===== config.mk =====
export PLATFORM = sky130hd
export DESIGN_NAME = wm_phase_timer
export DESIGN_NICKNAME = d
export VERILOG_FILES = /design/src/rtl/wm_pkg.sv /design/src/rtl/wm_tick_prescaler.sv /design/src/rtl/wm_phase_timer.sv
export SDC_FILE = /design/constraint.sdc
export NUM_CORES = 1
export LEC_CHECK = 0
export CAP_MARGIN = 25
export CORE_MARGIN = 2
export CORE_UTILIZATION = 35
export CTS_CLUSTER_SIZE = 8
export DETAILED_ROUTE_END_ITERATION = 7
export PLACE_DENSITY_LB_ADDON = 0.25
export REMOVE_ABC_BUFFERS = 1
export SLEW_MARGIN = 0
export SYNTH_ARGS = -nofsm -noshare
export SYNTH_HDL_FRONTEND = slang
export SYNTH_SLANG_ARGS = --single-unit

===== constraint.sdc =====
create_clock -name clk -period 2.1 [get_ports clk]
set_clock_uncertainty 0.2 [all_clocks]
set_input_delay 0.21 -clock clk [delete_from_list [all_inputs] [get_ports clk]]
set_output_delay 0.21 -clock clk [all_outputs]
set_load 0.05 [all_outputs]

===== src/rtl/wm_pkg.sv =====
// Shared definitions for the washing-machine controller and its phase timer.
// Contents:
//   WM_STATE_W   width of the wash-controller state code (controller and timer agree)
//   phase_e      timer phase encoding
//   req_e        request class decoded from the actuator outputs
//   *_DEF        default tick counts per phase
//   multi_hot3   true when two or more of three actuator enables are high
package wm_pkg;

  localparam int WM_STATE_W = 3;

  typedef enum logic [WM_STATE_W-1:0] {
    PH_IDLE    = 3'd0,
    PH_WASH    = 3'd1,
    PH_RINSE   = 3'd2,
    PH_SPIN    = 3'd3,
    PH_FILL    = 3'd4,
    PH_EXPIRED = 3'd5
  } phase_e;

  // Request class; WASH and RINSE share one class because water_wash is
  // only looked at when the motor request first appears.
  typedef enum logic [1:0] {
    RQ_NONE  = 2'd0,
    RQ_MOTOR = 2'd1,
    RQ_DRAIN = 2'd2,
    RQ_FILL  = 2'd3
  } req_e;

  localparam int WASH_TICKS_DEF  = 30;
  localparam int RINSE_TICKS_DEF = 20;
  localparam int SPIN_TICKS_DEF  = 15;
  localparam int FILL_LIMIT_DEF  = 60;

  function automatic logic multi_hot3(input logic a, input logic b, input logic c);
    return (a & b) | (a & c) | (b & c);
  endfunction

endpackage


===== src/rtl/wm_tick_prescaler.sv =====
// Tick prescaler: divides clk by CLK_DIV and emits a one-cycle tick on the
// cycle where the count wraps.
// Ports:
//   clk, reset  clock, async active-low reset
//   clear       force count to 0 (takes priority over en/hold)
//   en          counting allowed this cycle
//   hold        freeze the count
//   tick        high for the cycle in which the count wraps CLK_DIV-1 -> 0
module wm_tick_prescaler #(
  parameter int CLK_DIV = 1000
) (
  input  logic clk,
  input  logic reset,
  input  logic clear,
  input  logic en,
  input  logic hold,
  output logic tick
);

  localparam int PW = $clog2(CLK_DIV);
  localparam logic [PW-1:0] LAST = PW'(CLK_DIV - 1);

  logic [PW-1:0] cnt_q, cnt_d;

  always_comb begin
    cnt_d = cnt_q;
    tick  = 1'b0;
    if (clear) begin
      cnt_d = '0;
    end else if (en && !hold) begin
      if (cnt_q == LAST) begin
        cnt_d = '0;
        tick  = 1'b1;
      end else begin
        cnt_d = cnt_q + PW'(1);
      end
    end
  end

  always_ff @(posedge clk or negedge reset) begin
    if (!reset) begin
      cnt_q <= '0;
    end else begin
      cnt_q <= cnt_d;
    end
  end

endmodule


===== src/rtl/wm_phase_timer.sv =====
// Phase timer and fill watchdog in front of the washing-machine sequencer.
// Watches the sequencer's actuator outputs, times the active phase in
// prescaled ticks and reports completion events back to it.
// Ports:
//   clk, reset     clock, async active-low reset
//   motor_on       wash/rinse agitation request
//   water_wash     1 = rinse, 0 = soap wash; looked at on phase entry only
//   drain_on       spin request
//   fill_on        fill valve open
//   hold           freeze prescaler and tick counter
//   timeout        wash/rinse elapsed (held while motor_on stays high)
//   spin_timeout   spin elapsed (held while drain_on stays high)
//   fill_fault     fill ran past FILL_LIMIT; sticky until reset
//   seq_err        two or more actuator requests seen together; sticky
//   elapsed        ticks elapsed in the current phase, saturates at the limit
//
// state   | meaning
// IDLE    | no request, counters cleared
// WASH    | motor_on, soap pass, counting toward WASH_TICKS
// RINSE   | motor_on, rinse pass, counting toward RINSE_TICKS
// SPIN    | drain_on, counting toward SPIN_TICKS
// FILL    | fill_on, counting toward FILL_LIMIT
// EXPIRED | limit reached, waiting for the originating request to change
module wm_phase_timer
  import wm_pkg::*;
#(
  parameter int CLK_DIV     = 1000,
  parameter int WASH_TICKS  = WASH_TICKS_DEF,
  parameter int RINSE_TICKS = RINSE_TICKS_DEF,
  parameter int SPIN_TICKS  = SPIN_TICKS_DEF,
  parameter int FILL_LIMIT  = FILL_LIMIT_DEF,
  parameter int CNT_W       = 8
) (
  input  logic             clk,
  input  logic             reset,
  input  logic             motor_on,
  input  logic             water_wash,
  input  logic             drain_on,
  input  logic             fill_on,
  input  logic             hold,
  output logic             timeout,
  output logic             spin_timeout,
  output logic             fill_fault,
  output logic             seq_err,
  output logic [CNT_W-1:0] elapsed
);

  phase_e           phase_q, phase_d;
  req_e             grp_q, grp_d;
  logic [CNT_W-1:0] elapsed_q, elapsed_d;
  logic [CNT_W-1:0] limit_q, limit_d;
  logic             timeout_q, timeout_d;
  logic             spin_timeout_q, spin_timeout_d;
  logic             fill_fault_q, fill_fault_d;
  logic             seq_err_q, seq_err_d;

  req_e             req_grp;
  phase_e           req_ph;
  logic [CNT_W-1:0] req_limit;
  logic             entry;
  logic             active;
  logic             tick;
  logic [CNT_W-1:0] elapsed_inc;

  always_comb begin
    req_grp   = RQ_NONE;
    req_ph    = PH_IDLE;
    req_limit = '0;
    if (motor_on) begin
      req_grp   = RQ_MOTOR;
      req_ph    = water_wash ? PH_RINSE : PH_WASH;
      req_limit = water_wash ? CNT_W'(RINSE_TICKS) : CNT_W'(WASH_TICKS);
    end else if (drain_on) begin
      req_grp   = RQ_DRAIN;
      req_ph    = PH_SPIN;
      req_limit = CNT_W'(SPIN_TICKS);
    end else if (fill_on) begin
      req_grp   = RQ_FILL;
      req_ph    = PH_FILL;
      req_limit = CNT_W'(FILL_LIMIT);
    end
  end

  // Comparing request classes (not phases) keeps EXPIRED parked while its
  // request holds, and ignores water_wash toggling mid-phase.
  assign entry  = (req_grp != grp_q);
  assign active = (phase_q == PH_WASH) || (phase_q == PH_RINSE) ||
                  (phase_q == PH_SPIN) || (phase_q == PH_FILL);
  assign elapsed_inc = elapsed_q + CNT_W'(1);

  wm_tick_prescaler #(
    .CLK_DIV(CLK_DIV)
  ) u_prescaler (
    .clk  (clk),
    .reset(reset),
    .clear(entry),
    .en   (active),
    .hold (hold),
    .tick (tick)
  );

  always_comb begin
    phase_d        = phase_q;
    grp_d          = grp_q;
    elapsed_d      = elapsed_q;
    limit_d        = limit_q;
    timeout_d      = timeout_q;
    spin_timeout_d = spin_timeout_q;
    fill_fault_d   = fill_fault_q;
    seq_err_d      = seq_err_q | multi_hot3(motor_on, drain_on, fill_on);

    if (entry) begin
      // A changed request discards the old count without reporting it.
      phase_d        = req_ph;
      grp_d          = req_grp;
      elapsed_d      = '0;
      limit_d        = req_limit;
      timeout_d      = 1'b0;
      spin_timeout_d = 1'b0;
    end else if (active && tick) begin
      elapsed_d = elapsed_inc;
      if (elapsed_inc == limit_q) begin
        phase_d = PH_EXPIRED;
        case (phase_q)
          PH_WASH, PH_RINSE: timeout_d      = 1'b1;
          PH_SPIN:           spin_timeout_d = 1'b1;
          PH_FILL:           fill_fault_d   = 1'b1;
          default:           ;
        endcase
      end
    end
  end

  always_ff @(posedge clk or negedge reset) begin
    if (!reset) begin
      phase_q        <= PH_IDLE;
      grp_q          <= RQ_NONE;
      elapsed_q      <= '0;
      limit_q        <= '0;
      timeout_q      <= 1'b0;
      spin_timeout_q <= 1'b0;
      fill_fault_q   <= 1'b0;
      seq_err_q      <= 1'b0;
    end else begin
      phase_q        <= phase_d;
      grp_q          <= grp_d;
      elapsed_q      <= elapsed_d;
      limit_q        <= limit_d;
      timeout_q      <= timeout_d;
      spin_timeout_q <= spin_timeout_d;
      fill_fault_q   <= fill_fault_d;
      seq_err_q      <= seq_err_d;
    end
  end

  assign timeout      = timeout_q;
  assign spin_timeout = spin_timeout_q;
  assign fill_fault   = fill_fault_q;
  assign seq_err      = seq_err_q;
  assign elapsed      = elapsed_q;

endmodule

# Word level (Yosys, flattened, before mapping)
# Cells that the tools add are included.
# op_classes
n_reduce_logical	16
addsub	2
n_mux	30
bitwise_logic	7
eq_ne	7
# op_table
op	n
$mux W10	3
$mux W3	6
$mux W6	3
$mux W8	2
$mux W1	11
$add A10 B1 Y10 const B	1
$eq A10 B10 Y1 const B	1
$reduce_bool A2 Y1	5
$add A8 B1 Y8 const B	1
$eq A8 B8 Y1	1
$mux W2	4
$eq A3 B2 Y1 const B	2
$reduce_and A3 Y1	2
$mux W4	1
$reduce_and A4 Y1	1
$and A1 B1 Y1	3
$eq A3 B1 Y1 const B	1
$eq A3 B3 Y1 const B	1
$logic_or A1 B1 Y1	3
$or A1 B1 Y1	3
$logic_and A1 B1 Y1	2
$ne A2 B2 Y1	1
$reduce_and A2 Y1	1
$reduce_or A2 Y1	1
other kinds (2)	2
# word_totals
input_bits	7
elab_cells	71
ff_bits	35
out_inout_bits	12

# Depth between registers and ports, before layout
# logic_depth
ltp_word	10
mapped_depth	7
mapped_depth_nobuf	6

# Hierarchy
# From an unflattened synthesis, not the netlist that was laid out.
# unflattened
hier_cells	184
area_unflattened_um2	1774.2
# by_module_without_submodules
mod	seq_area_each_um2	area_each_um2	n_inst	cells_each
wm_phase_timer	550.5	1212.4	1	125
wm_tick_prescaler	250.2	561.8	1	59

# Worst setup path before layout
# No wires, ideal clock.
# synth_path
kind	register to register
startpoint	reg elapsed_q[0] (netlist: elapsed[0])
endpoint	reg fill_fault_q (netlist: fill_fault)
period_less_slack_ns	2.514
setup_time_ns	0.069
n_path_buf	0
required_ns	1.831
arrival_ns	2.245
slack_ns	-0.414
stages_incl_launch_ff	6
cell_sequence	dfrtp_1 > nand3_2 > or4_1 > o41a_4 > a2111oi_4 > a41o_1
# synth_via
elab_chain_len	3
# synth_lines
element	line_no	text
start: declaration	wm_phase_timer.sv:50	logic [CNT_W-1:0] elapsed_q, elapsed_d;
start signal: assignment	wm_phase_timer.sv:147	elapsed_q <= elapsed_d;
$add A8 B1 Y8	wm_phase_timer.sv:89	assign elapsed_inc = elapsed_q + CNT_W'(1);
$eq A8 B8 Y1	wm_phase_timer.sv:122	if (elapsed_inc == limit_q) begin
$reduce_and A4 Y1 (no source line)	--	
end signal: assignment	wm_phase_timer.sv:151	fill_fault_q <= fill_fault_d;
end: declaration	wm_phase_timer.sv:54	logic fill_fault_q, fill_fault_d;
# Every way passes these cells.
# A chain may end at the register's enable or synchronous reset.

# Final worst setup path
# Ends and elaborated chain as after synthesis.

==> flow_summary.toml <==
[clocking]
ctsHtreeMaxLevel = 2
numCtsBuffers = 5
ctsLongestPathBuffers = 2
cts_root_buffer = "clkbuf_8"
cts.sinks = 32
cts_tree = "built"
clk_latency_ns = 0.28
clk_pin_slew_worst_paths_ns = 0.07

[logic_synthesis]
ys_top_cells_by_area = "dfrtp_1, xor2_1, nand2_1, nor2_1, xnor2_1"
synth_edf_count = 0
synth_area_um2 = 1790
async_reset_ff_frac = 1.00
yosysSeqAreaShare = 0.448
yosysUniqueCellTypes = 49
yosys.area.top_type = "dfrtp_1"
synth_seq_cells = 32
synth_warnings = 0
ys.flop_type = "dfrtp_1"
synthCells = 182
syn_area_per_cell_um2 = 9.81
yosysTopAreaCellShare = 0.448

[layout]
diodes = 0
utilization = 0.516
nets = 248
drive_above_1_share = 0.296
synthToLayoutAreaGrowth_pct = 39.2
n_fill_cell = 465
final_area_um2 = 2490
multi_input_area_um2 = 1000
seqCellArea_um2 = 803
finalNonFillerCells = 307

[timing]
timing.hold.ws_ns = 0.132
fin_crit_ns = 2.14
worst_slew_pin_slew_ns = 0.496
setup_viol = 4
maxSlewHeadroom = 0.668
finalSetupTns_ns = -0.0576
maxSlewViolCount = 0
rsz0062_at_grt = "yes"
setup_ws_ns = -0.0409
fin_crit_sh = 1.02
final-hold-violation-count = 0
fmax_mhz = 467

[floorplan]
core_area_um2 = 4820
io_pins = 19
dieArea_um2 = 5690
die_x_um = 75.4
dieHeight_um = 75.4
num_rows = 25
start_util = 0.371

[drt]
vias = 1530
drtIter0Drc = 54
via_per_inst = 4.98
wl_per_cell_um = 13.1
ant_nets = 0
drtPass1Iterations = 4
route.detailed.drc = 0
wl_um = 4010

[power_and_ir_drop]
vdd_drop_max_mv = 0.346
p_per_area_nw_per_um2 = 576
p_leak_nw = 1.06
power.total_mw = 1.43

[critical_path]
critPathKind = "flip-flop to flip-flop"
crit_fanout = 6
r2r-end = "fill_fault"
start_kind = "flip-flop"
slowest_stage = "dfrtp_2"
required_ns = 2.12
r2r_start = "elapsed[0]"
critPathCaptureType = "flip-flop"
reg2reg_setup_slack_ns = -0.04
path_cells = "nand3_2, buf_6, nor3_1, o41a_4, a2111oi_4, buf_4, a41o_1"
reg2reg_depth = 7
cp.arrival_ns = 2.16
worst_path_largest_cell_delay_ns = 0.44

[placement]
place_ws_ns = -0.213
dp_hpwl_um = 2880
place_area_um2 = 2270
placed_cells = 293
io_buffers = 18
place.gp.congestion = 0.803

[grt]
grt_overflow = 0
grt_pass1_vias = 1461
grt.total_usage = 0.165
grt_pass1_wl_um = 6930
antenna_found_initial = 0
grt_start_max_net_pins = 33

[run_status]
violations = "setup timing"
outcome = "finished with violations"

[job]
maxCapViolCount = 0

[hold_path]
hold_path.class = "input port to asynchronous set/reset pin"
## per-layer routing
layer | track usage | part of all wire | vias up
met4 | 0.0663 | 0.012 | 0
met3 | 0.0397 | 0.035 | 4
met5 | 0 | 0 | -
met1 | 0.220 | 0.47 | 737
li1 | - | - | 759
met2 | 0.259 | 0.48 | 30
## synth_stat cells, types with 3 or more instances
cell and instances:
xnor2_1 7, dfrtp_1 32, nand2_1 24, o31ai_1 3, nor2_1 18, nor3_1 5, or4_1 4, clkbuf_1 4
a22o_1 3, xor2_1 14, nand3_1 8, inv_1 3, nand4_1 3, nand2b_1 3, a21oi_1 8
## worst max path at each step
stage | depth (start not counted) | startpoint | endpoint
final | 7 | elapsed[0] | fill_fault
after floorplan | 5 | elapsed[0] | fill_fault
after global routing | 7 | elapsed[0] | fill_fault
after global placement | 6 | fill_on | u_prescaler.cnt_q[0]
after CTS | 8 | elapsed[0] | fill_fault
after detailed placement | 6 | fill_on | u_prescaler.cnt_q[0]
## sequential cells by signal, summed over array words and instances, names as in the netlist
| register | flops |
|---|---|
| timeout | 1 |
| elapsed | 8 |
| seq_err | 1 |
| spin_timeout | 1 |
| grp_q | 2 |
| fill_fault | 1 |
| u_prescaler.cnt_q | 10 |
| phase_q | 3 |
| limit_q | 5 |
## critical path, delay by kind of cell (launching register included)
family                 cells  cell delay (ns)
flip-flops                 1             0.44
AO/OA/AOI/OAI              3             0.97
buffers and inverters      2             0.32
AND/OR/NAND/NOR            2             0.17
## timing repair
action | 4_1_cts | 5_1_grt
buffers inserted | 2 | 5
endpoints found under the setup margin | 6 | 13
pin swaps | 8 | 4
hold buffers | 0 | 0
hold endpoints to repair | 0 | 0
gates resized for setup | 6 | 10
## power by group
part	internal [mW]	switching (mW)
Combinational	0.0885	0.101
Clock	0.352	0.225
Sequential	0.639	0.0264
## cell type report
class | count | share of cell area
clock inverter | 2 | 0.0141
timing repair buffer | 57 | 0.193
multi-input combinational | 140 | 0.402
clock buffer | 6 | 0.0292
tap | 67 | 0.0337
sequential | 32 | 0.323
inverter | 3 | 0.00453
## cell families (layout without fill, tap and decap cells)
family,count (synthesis),count (layout),share of synthesized area
buffers and inverters,10,68,0.0224
xor gates and xnor gates,21,21,0.103
adders and majority gates,2,2,0.0140
and+or+nand+nor,83,83,0.255
muxes,1,1,0.00631
AOI/OAI and AO/OA,33,33,0.151
DFF,32,32,0.448
## cell usage in the layout, fill, tap and decap left out, types with 2 or more instances in the layout
master and instances:
nor3_1 5, clkbuf_8 5, o31ai_1 3, o21ai_0 2
nand3_1 8, dfrtp_2 2, nand2b_1 3, nand4_1 3
xnor2_1 7, clkdlybuf4s50_1 18, buf_4 37, nand2_1 22
inv_1 3, a21o_1 2, a21oi_1 8, nand2_2 2
nor2_1 18, or4_1 3, a22o_1 3, xor2_1 13
or3_1 2, dfrtp_1 30, o21a_1 2, buf_6 2
(Power assumes the default switching activity.)
